**src/rtl/am_envelope_demod_if.sv**
```systemverilog
// Streaming bus for the AM envelope demodulator: carrier samples in, audio samples out.
// The master side drives samples and sink readiness; the slave side is the demodulator.
interface am_envelope_demod_if #(
  parameter int unsigned DW = 16
) ();
  logic          in_valid;
  logic [DW-1:0] in_data;
  logic          out_valid;
  logic          out_ready;
  logic [DW-1:0] out_data;

  modport master (
    output in_valid,
    output in_data,
    output out_ready,
    input  out_valid,
    input  out_data
  );

  modport slave (
    input  in_valid,
    input  in_data,
    input  out_ready,
    output out_valid,
    output out_data
  );
endinterface

```
**src/rtl/am_envelope_demod.sv**
```systemverilog
// AM envelope demodulator: saturating rectifier, integrate-and-dump over 2^LOG2_DEC samples,
// leaky DC tracker removing the carrier level, and a single-entry valid/ready output register.
module am_envelope_demod #(
  parameter int unsigned DW       = 16,
  parameter int unsigned LOG2_DEC = 4,
  parameter int unsigned DC_SHIFT = 4
) (
  input  logic                 clk,
  input  logic                 rst_n,
  input  logic                 clear,
  am_envelope_demod_if.slave   bus,
  output logic                 overflow,
  output logic                 locked
);

  localparam int unsigned MW = DW - 1;
  localparam int unsigned AW = MW + LOG2_DEC;
  localparam int unsigned CW = MW + DC_SHIFT;
  localparam logic [LOG2_DEC-1:0] CntLast = '1;

  typedef enum logic [0:0] {StInit, StRun} state_e;

  state_e              state_q, state_d;
  logic [AW-1:0]       acc_q, acc_d;
  logic [LOG2_DEC-1:0] cnt_q, cnt_d;
  logic [MW-1:0]       env_q, env_d;
  logic                env_v_q, env_v_d;
  logic [CW-1:0]       dc_full_q, dc_full_d;
  logic                out_valid_q, out_valid_d;
  logic [DW-1:0]       out_data_q, out_data_d;
  logic                overflow_q, overflow_d;

  logic [MW-1:0] mag;
  logic [AW-1:0] sum;
  logic [MW-1:0] dc_int;
  logic [DW-1:0] result;
  logic          res_v;

  // Negate only the magnitude bits; the most negative code saturates to full scale.
  always_comb begin
    if (!bus.in_data[DW-1]) begin
      mag = bus.in_data[MW-1:0];
    end else if (bus.in_data[MW-1:0] == '0) begin
      mag = '1;
    end else begin
      mag = ~bus.in_data[MW-1:0] + 1'b1;
    end
  end

  assign sum = acc_q + AW'(mag);

  always_comb begin
    acc_d   = acc_q;
    cnt_d   = cnt_q;
    env_d   = env_q;
    env_v_d = 1'b0;
    if (bus.in_valid) begin
      if (cnt_q == CntLast) begin
        acc_d   = '0;
        cnt_d   = '0;
        env_d   = sum[AW-1:LOG2_DEC];
        env_v_d = 1'b1;
      end else begin
        acc_d = sum;
        cnt_d = cnt_q + 1'b1;
      end
    end
  end

  assign dc_int = dc_full_q[CW-1:DC_SHIFT];
  // Both operands are non-negative and below 2^(DW-1), so the difference fits in DW bits.
  assign result = {1'b0, env_q} - {1'b0, dc_int};

  always_comb begin
    state_d   = state_q;
    dc_full_d = dc_full_q;
    res_v     = 1'b0;
    unique case (state_q)
      StInit: begin
        if (env_v_q) begin
          dc_full_d = CW'(env_q) << DC_SHIFT;
          state_d   = StRun;
        end
      end
      StRun: begin
        if (env_v_q) begin
          res_v     = 1'b1;
          dc_full_d = dc_full_q + CW'(env_q) - CW'(dc_int);
        end
      end
      default: state_d = StInit;
    endcase
  end

  always_comb begin
    out_valid_d = out_valid_q;
    out_data_d  = out_data_q;
    overflow_d  = overflow_q;
    if (res_v) begin
      if (!out_valid_q || bus.out_ready) begin
        out_valid_d = 1'b1;
        out_data_d  = result;
      end else begin
        overflow_d = 1'b1;
      end
    end else if (out_valid_q && bus.out_ready) begin
      out_valid_d = 1'b0;
    end
  end

  always_ff @(posedge clk or negedge rst_n) begin
    if (!rst_n) begin
      state_q     <= StInit;
      acc_q       <= '0;
      cnt_q       <= '0;
      env_q       <= '0;
      env_v_q     <= 1'b0;
      dc_full_q   <= '0;
      out_valid_q <= 1'b0;
      out_data_q  <= '0;
      overflow_q  <= 1'b0;
    end else if (clear) begin
      state_q     <= StInit;
      acc_q       <= '0;
      cnt_q       <= '0;
      env_q       <= '0;
      env_v_q     <= 1'b0;
      dc_full_q   <= '0;
      out_valid_q <= 1'b0;
      out_data_q  <= '0;
      overflow_q  <= 1'b0;
    end else begin
      state_q     <= state_d;
      acc_q       <= acc_d;
      cnt_q       <= cnt_d;
      env_q       <= env_d;
      env_v_q     <= env_v_d;
      dc_full_q   <= dc_full_d;
      out_valid_q <= out_valid_d;
      out_data_q  <= out_data_d;
      overflow_q  <= overflow_d;
    end
  end

  assign bus.out_valid = out_valid_q;
  assign bus.out_data  = out_data_q;
  assign overflow      = overflow_q;
  assign locked        = (state_q == StRun);

endmodule
```
**src/flat_wrapper.sv**
```systemverilog
// flat-port wrapper written by rule: the top's interface ports become plain ports
module am_envelope_demod_flat 
#(
  parameter int unsigned DW       = 16,
  parameter int unsigned LOG2_DEC = 4,
  parameter int unsigned DC_SHIFT = 4
)
  (clk, rst_n, clear, overflow, locked, bus_in_valid, bus_in_data, bus_out_ready, bus_out_valid, bus_out_data);
  am_envelope_demod_if #(.DW(DW)) bus_i ();
  input  logic clk;
  input  logic rst_n;
  input  logic clear;
  output logic overflow;
  output logic locked;
  input wire logic [$bits(bus_i.in_valid)-1:0] bus_in_valid;
  input wire logic [$bits(bus_i.in_data)-1:0] bus_in_data;
  input wire logic [$bits(bus_i.out_ready)-1:0] bus_out_ready;
  output wire logic [$bits(bus_i.out_valid)-1:0] bus_out_valid;
  output wire logic [$bits(bus_i.out_data)-1:0] bus_out_data;
  assign bus_i.in_valid = bus_in_valid;
  assign bus_i.in_data = bus_in_data;
  assign bus_i.out_ready = bus_out_ready;
  assign bus_out_valid = bus_i.out_valid;
  assign bus_out_data = bus_i.out_data;
  am_envelope_demod #(.DW(DW), .LOG2_DEC(LOG2_DEC), .DC_SHIFT(DC_SHIFT)) u_core (.clk(clk), .rst_n(rst_n), .clear(clear), .bus(bus_i), .overflow(overflow), .locked(locked));
endmodule
```
**config.mk**
```make
export PLATFORM = sky130hd
export DESIGN_NAME = am_envelope_demod_flat
export DESIGN_NICKNAME = d
export VERILOG_FILES = /design/src/rtl/am_envelope_demod_if.sv /design/src/rtl/am_envelope_demod.sv /design/src/flat_wrapper.sv
export SDC_FILE = /design/constraint.sdc
export NUM_CORES = 1
export LEC_CHECK = 0
export ABC_AREA = 1
export CAP_MARGIN = 20
export CORE_UTILIZATION = 50
export CTS_BUF_LIST = sky130_fd_sc_hd__clkbuf_4 sky130_fd_sc_hd__clkbuf_8
export DETAILED_ROUTE_END_ITERATION = 10
export PLACE_DENSITY_LB_ADDON = 0.25
export REMOVE_ABC_BUFFERS = 1
export SETUP_SLACK_MARGIN = 0.3
export SLEW_MARGIN = 20
export SYNTH_ARGS = -nofsm -noshare
export SYNTH_HDL_FRONTEND = slang
export SYNTH_SLANG_ARGS = --single-unit
```
**constraint.sdc**
```tcl
create_clock -name clk -period 5.1 [get_ports clk]
set_clock_uncertainty 0.2 [all_clocks]
set_input_delay 1.53 -clock clk [delete_from_list [all_inputs] [get_ports clk]]
set_output_delay 1.53 -clock clk [all_outputs]
set_load 0.005 [all_outputs]
```
==> results of run 1 <==
[area by class of cell]
class | instances | area share (%)
flip-flops and latches | 77 | 25.8
inverters | 149 | 7.50
multi-input cells | 740 | 55.2
clock inverters | 3 | 0.587
well taps | 172 | 2.89
clock buffers | 13 | 2.15
repair buffers | 45 | 5.81
[worst paths after layout]
| path | cells past startpoint | endpoint | slack (ns) |
|---|---|---|---|
| setup reg to reg | 14 | u_core.dc_full_q[13]$_DFFE_PN0P_ | 2.26 |
| min in group asynchronous | 1 | u_core.bus.out_data[0]$_DFFE_PN0P_ | 1.10 |
| max in group asynchronous | 1 | u_core.dc_full_q[16]$_DFFE_PN0P_ | 2.96 |
| hold / removal | 2 | u_core.bus.out_data[7]$_DFFE_PN0P_ | 0.28 |
| hold reg to reg | 2 | u_core.bus.out_data[7]$_DFFE_PN0P_ | 0.28 |
| setup / recovery | 20 | u_core.env_q[5]$_DFFE_PN0P_ | 0.53 |
[flip-flops by register name, summed over array words and instances, names as in the netlist]
name / flops
u_core.dc_full_q: 19
u_core.env_v_q: 1
u_core.locked: 1
u_core.cnt_q: 4
u_core.bus.out_data: 16
u_core.overflow: 1
u_core.env_q: 15
u_core.bus.out_valid: 1
u_core.acc_q: 19
[metrics by stage]
stage	worst slack [ns]	std cells	util, %
final	0.527	1199	58.1
after global routing	0.350	1199	58.1
after CTS	0.543	1199	58.1
after detailed placement	0.149	1183	56.6
after global placement	0.218	1183	56.6
after floorplan	0.817	966	-
[cell usage after synthesis (3+ instances only)]
| master | count | area share, % |
|---|---|---|
| buf_2 | 4 | 0.30 |
| xor2_1 | 7 | 0.92 |
| or2_2 | 9 | 0.84 |
| ha_1 | 51 | 9.6 |
| o22ai_1 | 5 | 0.47 |
| nand2_1 | 300 | 17 |
| nor2_1 | 75 | 4.2 |
| nand2_2 | 4 | 0.37 |
| fa_1 | 17 | 5.1 |
| and2_1 | 3 | 0.28 |
| a22o_1 | 3 | 0.39 |
| nand3_1 | 92 | 6.9 |
| dfrtp_1 | 77 | 29 |
| nand3_2 | 9 | 1.3 |
| a21o_1 | 5 | 0.56 |
| nor3_1 | 4 | 0.30 |
| a21oi_1 | 60 | 4.5 |
| inv_1 | 145 | 8.2 |
| o21ai_0 | 57 | 4.3 |
| nand4_1 | 5 | 0.47 |
| xnor2_1 | 8 | 1.0 |
| inv_2 | 3 | 0.17 |
| clkbuf_1 | 7 | 0.39 |
| nand3b_1 | 9 | 1.0 |
[critical path, delay by kind of cell]
kind / cells / cell delay, ns
AO/OA/AOI/OAI: 1 / 0.10
adder cells (fa/ha/maj): 2 / 0.52
buffers and inverters: 4 / 0.78
AND/OR/NAND/NOR: 13 / 1.66
[metal layers]
layer  routed length (um)  vias to the layer above
li1                     -                     3233
met1                 7270                     2862
met2                 7590                      169
met3                  960                       31
met4                  398                        0
met5                    0                        -
[cell families (layout without fill, tap and decap cells)]
family	after synthesis	count (layout)	synth area share, %
simple gates	518	518	33.9
buf+inv	163	210	9.46
compound gates	139	139	11.2
flops	77	77	28.9
fa+ha+maj	68	68	14.7
xor+xnor	15	15	1.97
[power groups by stage]
stage                     clock, mW  combinational (mW)  sequential, mW
after floorplan                   0               0.381           0.691
after global placement            0               0.497           0.704
after detailed placement          0               0.502           0.703
after CTS                     0.506               0.504           0.692
after global routing          0.540               0.577           0.699
final                         0.497               0.504           0.693
==> results.yml, run 1 <==
outcome:
  outcome: "finished clean"
final_layout:
  register_area_sq_um: 1930
  layout.cells.most_common: "nand2_1"
  final_cell_mix: "300 x nand2_1, 145 x inv_1, 92 x nand3_1"
  final_area_sq_um: 7460
  antennaDiodeCount: 0
  final_layout_size_suffix_gt1_share_pct: 5.26
  syn_to_final_growth_pct: 11.7
  multi_input_area_sq_um: 4120
  fin_nets: 1111
  fillers: 1233
grt:
  grt_usage_pct: 25.3
  grt_pass1_wl_mm: 28.1
  grt_use_met1_pct: 33.1
  grt_antenna_before_repair: 0
  top_usage_layer: "met2"
  grt_max_degree: 78
  grtUsageMet3_pct: 3.73
  overflow: 0
  grt_pass1_vias: 6077
  met2_usage_pct: 41.5
cts:
  cts_tree: "done"
  clock-sinks: 77
  root_buffer: "clkbuf_8"
  insertion_delay_ns: 0.37
  hold_buffers: 0
  cts_buffers: 9
  cts-resized-gates: 0
  clockBufferDepth: 2
  cts_htree_levels: 3
  cts_setup_buffers: 0
  path_clk_slew_ns: 0.08
min_path:
  hold_path.class: "reg -> reg"
  min-delay-start: "u_core.bus.out_data[7]$_DFFE_PN0P_"
power_and_ir_drop:
  netSwitchingPower_mw: 0.594
  pwr-share-seq_pct: 40.9
  total_power_mw: 1.69
  pwr-share-clk_pct: 29.3
  p_sw_share_pct: 35.1
  combinationalPowerShare_pct: 29.8
  irDropWorstVdd_mv: 0.133
  intPower_mw: 1.10
  cellLeakagePower_nw: 3.99
  powerDensity_nw_per_um2: 227
worst_setup_path:
  r2r-start: "u_core.dc_full_q[8]$_DFFE_PN0P_"
  critPathMaxFanout: 7
  critPathCaptureType: "flop"
  crit_required_ns: 5.13
  arrival_ns: 4.61
  crit_chain: "clkdlybuf4s50_1 > inv_1 > ha_1 > nand4_4 > nor3_4 > nand2_2 > nor2_4 > nand3_2 > buf_4 > nand3_2 > ha_1 > nand2_1 > inv_1 > nand2_1 > nand2_1 > nand2_1 > nand3_1 > or2_2 > nand3_1 > o21ai_0"
  cpMostUsedCell: "nand2_1"
  crit_type: "in -> reg"
  start_kind: "input port"
  slowest_stage: "clkdlybuf4s50_1"
  critPathLaunch: "bus_in_data[0]"
  slowest_delay_ns: 0.39
timing:
  finalSetupViolCount: 0
  tightest_slew_ns: 0.969
  slew_headroom_pct: 35.4
  fin_crit_sh_pct: 89.7
  final.setup.tns_ns: 0
  fmax_mhz: 219
  holdWs_ns: 0.280
  final_hold_viol_count: 0
  grt_setup_unrepaired: "false"
  min_period_ns: 4.57
  slew_violations: 0
floorplan:
  ios: 40
  fp.dieW_um: 118
  die_area_sq_um: 13800
  initial_core_util_pct: 52.1
  die_y_um: 118
  fp-row-count: 41
  coreArea_sq_um: 12800
synthesis:
  synth_edf_count: 0
  synth-seq-cells: 77
  ys_seq_area_share_pct: 28.9
  yosys_warnings: 0
  netlist_area_sq_um: 6680
  syn_inst: 980
  synth_cell_types: 39
  async_flop_share_pct: 100
  syn_avg_cell_area_sq_um: 6.81
  synth_flop_cell: "dfrtp_1"
run:
  drv_cap: 0
placed_design:
  hpwl_mm: 12.9
  place_area_sq_um: 7250
  port_buffers: 39
  globalplace.congestion: 0.921
detailed_routing:
  detail-route-antenna-nets: 0
  drt_first_iter_violations: 436
  viasPerCell: 5.25
  wire_per_inst_um: 13.5
  drt_wl_total_mm: 16.2
  first_pass_iters: 5
  num_vias: 6295
  drc: 0
Note: power is estimated with default switching activity, not from simulation.
==> inputs of run 2 (changes only) <==
--- a/config.mk
+++ b/config.mk
@@ -7,7 +7,7 @@
 export LEC_CHECK = 0
 export ABC_AREA = 1
 export CAP_MARGIN = 20
-export CORE_UTILIZATION = 50
+export CORE_UTILIZATION = 45
 export CTS_BUF_LIST = sky130_fd_sc_hd__clkbuf_4 sky130_fd_sc_hd__clkbuf_8
 export DETAILED_ROUTE_END_ITERATION = 10
 export PLACE_DENSITY_LB_ADDON = 0.25
==> run 2 against run 1 <==
Net effect:
- non-clock buffer count stayed put
- critical path type unchanged
- largest power group unchanged
- routed wire length is 2.7% higher
- via count is 1.1% lower
- final cell count is 0.83% higher
- clock power is 3% lower
- sequential power hardly changed
- critical endpoint is now u_core.env_q[9]$_DFFE_PN0P_
- utilization is 6.6 points lower
- cell area hardly changed
- power is 0.87% lower
==> results.yml, run 2 (same netlist as run 1, synthesis figures left out) <==
detailed_routing:
  drt_first_iter_violations: 294
  wire_per_inst_um: 13.8
  viasPerCell: 5.15
  num_vias: 6225
  first_pass_iters: 5
  drc: 0
  detail-route-antenna-nets: 0
  drt_wl_total_mm: 16.7
floorplan:
  initial_core_util_pct: 46.1
  fp-row-count: 44
  coreArea_sq_um: 14500
  fp.dieW_um: 124
  die_y_um: 124
  ios: 40
  die_area_sq_um: 15300
placed_design:
  hpwl_mm: 13.2
  globalplace.congestion: 0.940
  dp.cells: 1195
  place_area_sq_um: 7270
  port_buffers: 39
  dp_slack_ns: 0.285
cts:
  cts_htree_levels: 3
  cts_buffers: 9
  cts_tree: "done"
  path_clk_slew_ns: 0.09
  clock-sinks: 77
  root_buffer: "clkbuf_8"
  cts_setup_buffers: 0
  insertion_delay_ns: 0.37
  hold_buffers: 0
  clockBufferDepth: 2
  cts-resized-gates: 0
worst_setup_path:
  crit_required_ns: 5.16
  slowest_delay_ns: 0.39
  r2r-start: "u_core.env_q[1]$_DFFE_PN0P_"
  cpMostUsedCell: "nand2_1"
  crit_chain: "clkdlybuf4s50_1 > inv_1 > ha_1 > nand4_4 > nor3_4 > nand2_2 > nor2_4 > nand3_2 > buf_4 > nand3_2 > ha_1 > nand2_1 > nor2_1 > inv_1 > nor2_1 > nand2_1 > nand3_1 > nand2_1 > nand2_1 > nand2_1 > nand3_1 > nand2_1"
  reg2reg_depth: 11
  reg2reg_slack_ns: 2.26
  crit_type: "in -> reg"
  critPathCaptureType: "flop"
  start_kind: "input port"
  critPathMaxFanout: 12
  slowest_stage: "clkdlybuf4s50_1"
  rr_endpoint: "u_core.dc_full_q[8]$_DFFE_PN0P_"
  arrival_ns: 4.49
timing:
  tightest_slew_ns: 0.715
  fmax_mhz: 226
  finalSetupViolCount: 0
  slew_violations: 0
  final.setup.tns_ns: 0
  grt_setup_unrepaired: "false"
  fin_crit_sh_pct: 86.9
  holdWs_ns: 0.279
  min_period_ns: 4.43
  setup_ws_ns: 0.667
  slew_headroom_pct: 52.3
  final_hold_viol_count: 0
grt:
  grt_usage_pct: 23.8
  overflow: 0
  grt_antenna_before_repair: 0
  grt_pass1_vias: 5851
  grt_max_degree: 78
  grt_pass1_wl_mm: 28.0
final_layout:
  final_util_pct: 51.5
  layout.cells.most_common: "nand2_1"
  antennaDiodeCount: 0
  fin_nets: 1111
  final_layout_size_suffix_gt1_share_pct: 5.07
  syn_to_final_growth_pct: 11.7
  final_cell_mix: "300 x nand2_1, 145 x inv_1, 92 x nand3_1"
  final_area_sq_um: 7460
  instances_no_fill: 1209
outcome:
  outcome: "finished clean"
min_path:
  min-delay-start: "u_core.bus.out_data[10]$_DFFE_PN0P_"
  hold_end: "u_core.bus.out_data[10]$_DFFE_PN0P_"
  hold_path.class: "reg -> reg"
  whs_path_depth: 2
power_and_ir_drop:
  powerDensity_nw_per_um2: 225
  total_power_mw: 1.68
  cellLeakagePower_nw: 3.98
  irDropWorstVdd_mv: 0.129
run:
  drv_cap: 0
-- run 2: cell types whose count changed in the layout (fill, tap and decap cells not counted) --
| cell | previous run | this run |
|---|---|---|
| clkbuf_4 | 3 | 0 |
| buf_4 | 7 | 6 |
| inv_6 | 1 | 0 |
| clkinvlp_4 | 0 | 2 |
| buf_6 | 0 | 1 |
-- run 2: cell type report --
cell class              count  area (sq um)
clock buffers              10           138
multi-input cells         740          4120
repair buffers             45           437
inverters                 149           559
flip-flops and latches     77          1930
well taps                 184           230
clock inverters             4          50.0
fillers                  1504          7020
-- run 2: worst max-delay path by stage --
stage	from	end	depth (start not counted)
finish	bus_in_data[0]	u_core.env_q[9]$_DFFE_PN0P_	22
global route	bus_in_data[0]	u_core.env_q[9]$_DFFE_PN0P_	22
CTS	bus_in_data[0]	u_core.acc_q[17]$_DFFE_PN0P_	17
detailed placement	bus_in_data[0]	u_core.acc_q[17]$_DFFE_PN0P_	17
global placement	bus_in_data[0]	u_core.env_q[5]$_DFFE_PN0P_	20
floorplan	bus_in_data[0]	u_core.env_q[12]$_DFFE_PN0P_	19
-- run 2: worst max-delay path: cells and delay by family --
kind | cells | cell delay [ns]
adder cells (fa/ha/maj) | 2 | 0.45
buffers and inverters | 4 | 0.76
AND/OR/NAND/NOR | 16 | 1.74
-- run 2: report_power, final --
group / leakage (nW) / internal (mW) / total [mW] / switching (mW)
Combinational: 2.83 / 0.188 / 0.507 / 0.318
Sequential: 1.06 / 0.655 / 0.693 / 0.0373
Clock: 0.0902 / 0.233 / 0.480 / 0.247
Total: 3.98 / 1.08 / 1.68 / 0.602
-- run 2: metal layers --
layer  global-route usage [%]  vias to the layer above  routed length, um  share of wire, %
met5                        0                        -                  0                 0
met4                     6.93                        0                222               1.3
met3                     3.39                       16                491               2.9
met2                     40.7                      118               7970                48
met1                     31.2                     2865               7980                48
li1                         -                     3226                  -                 -
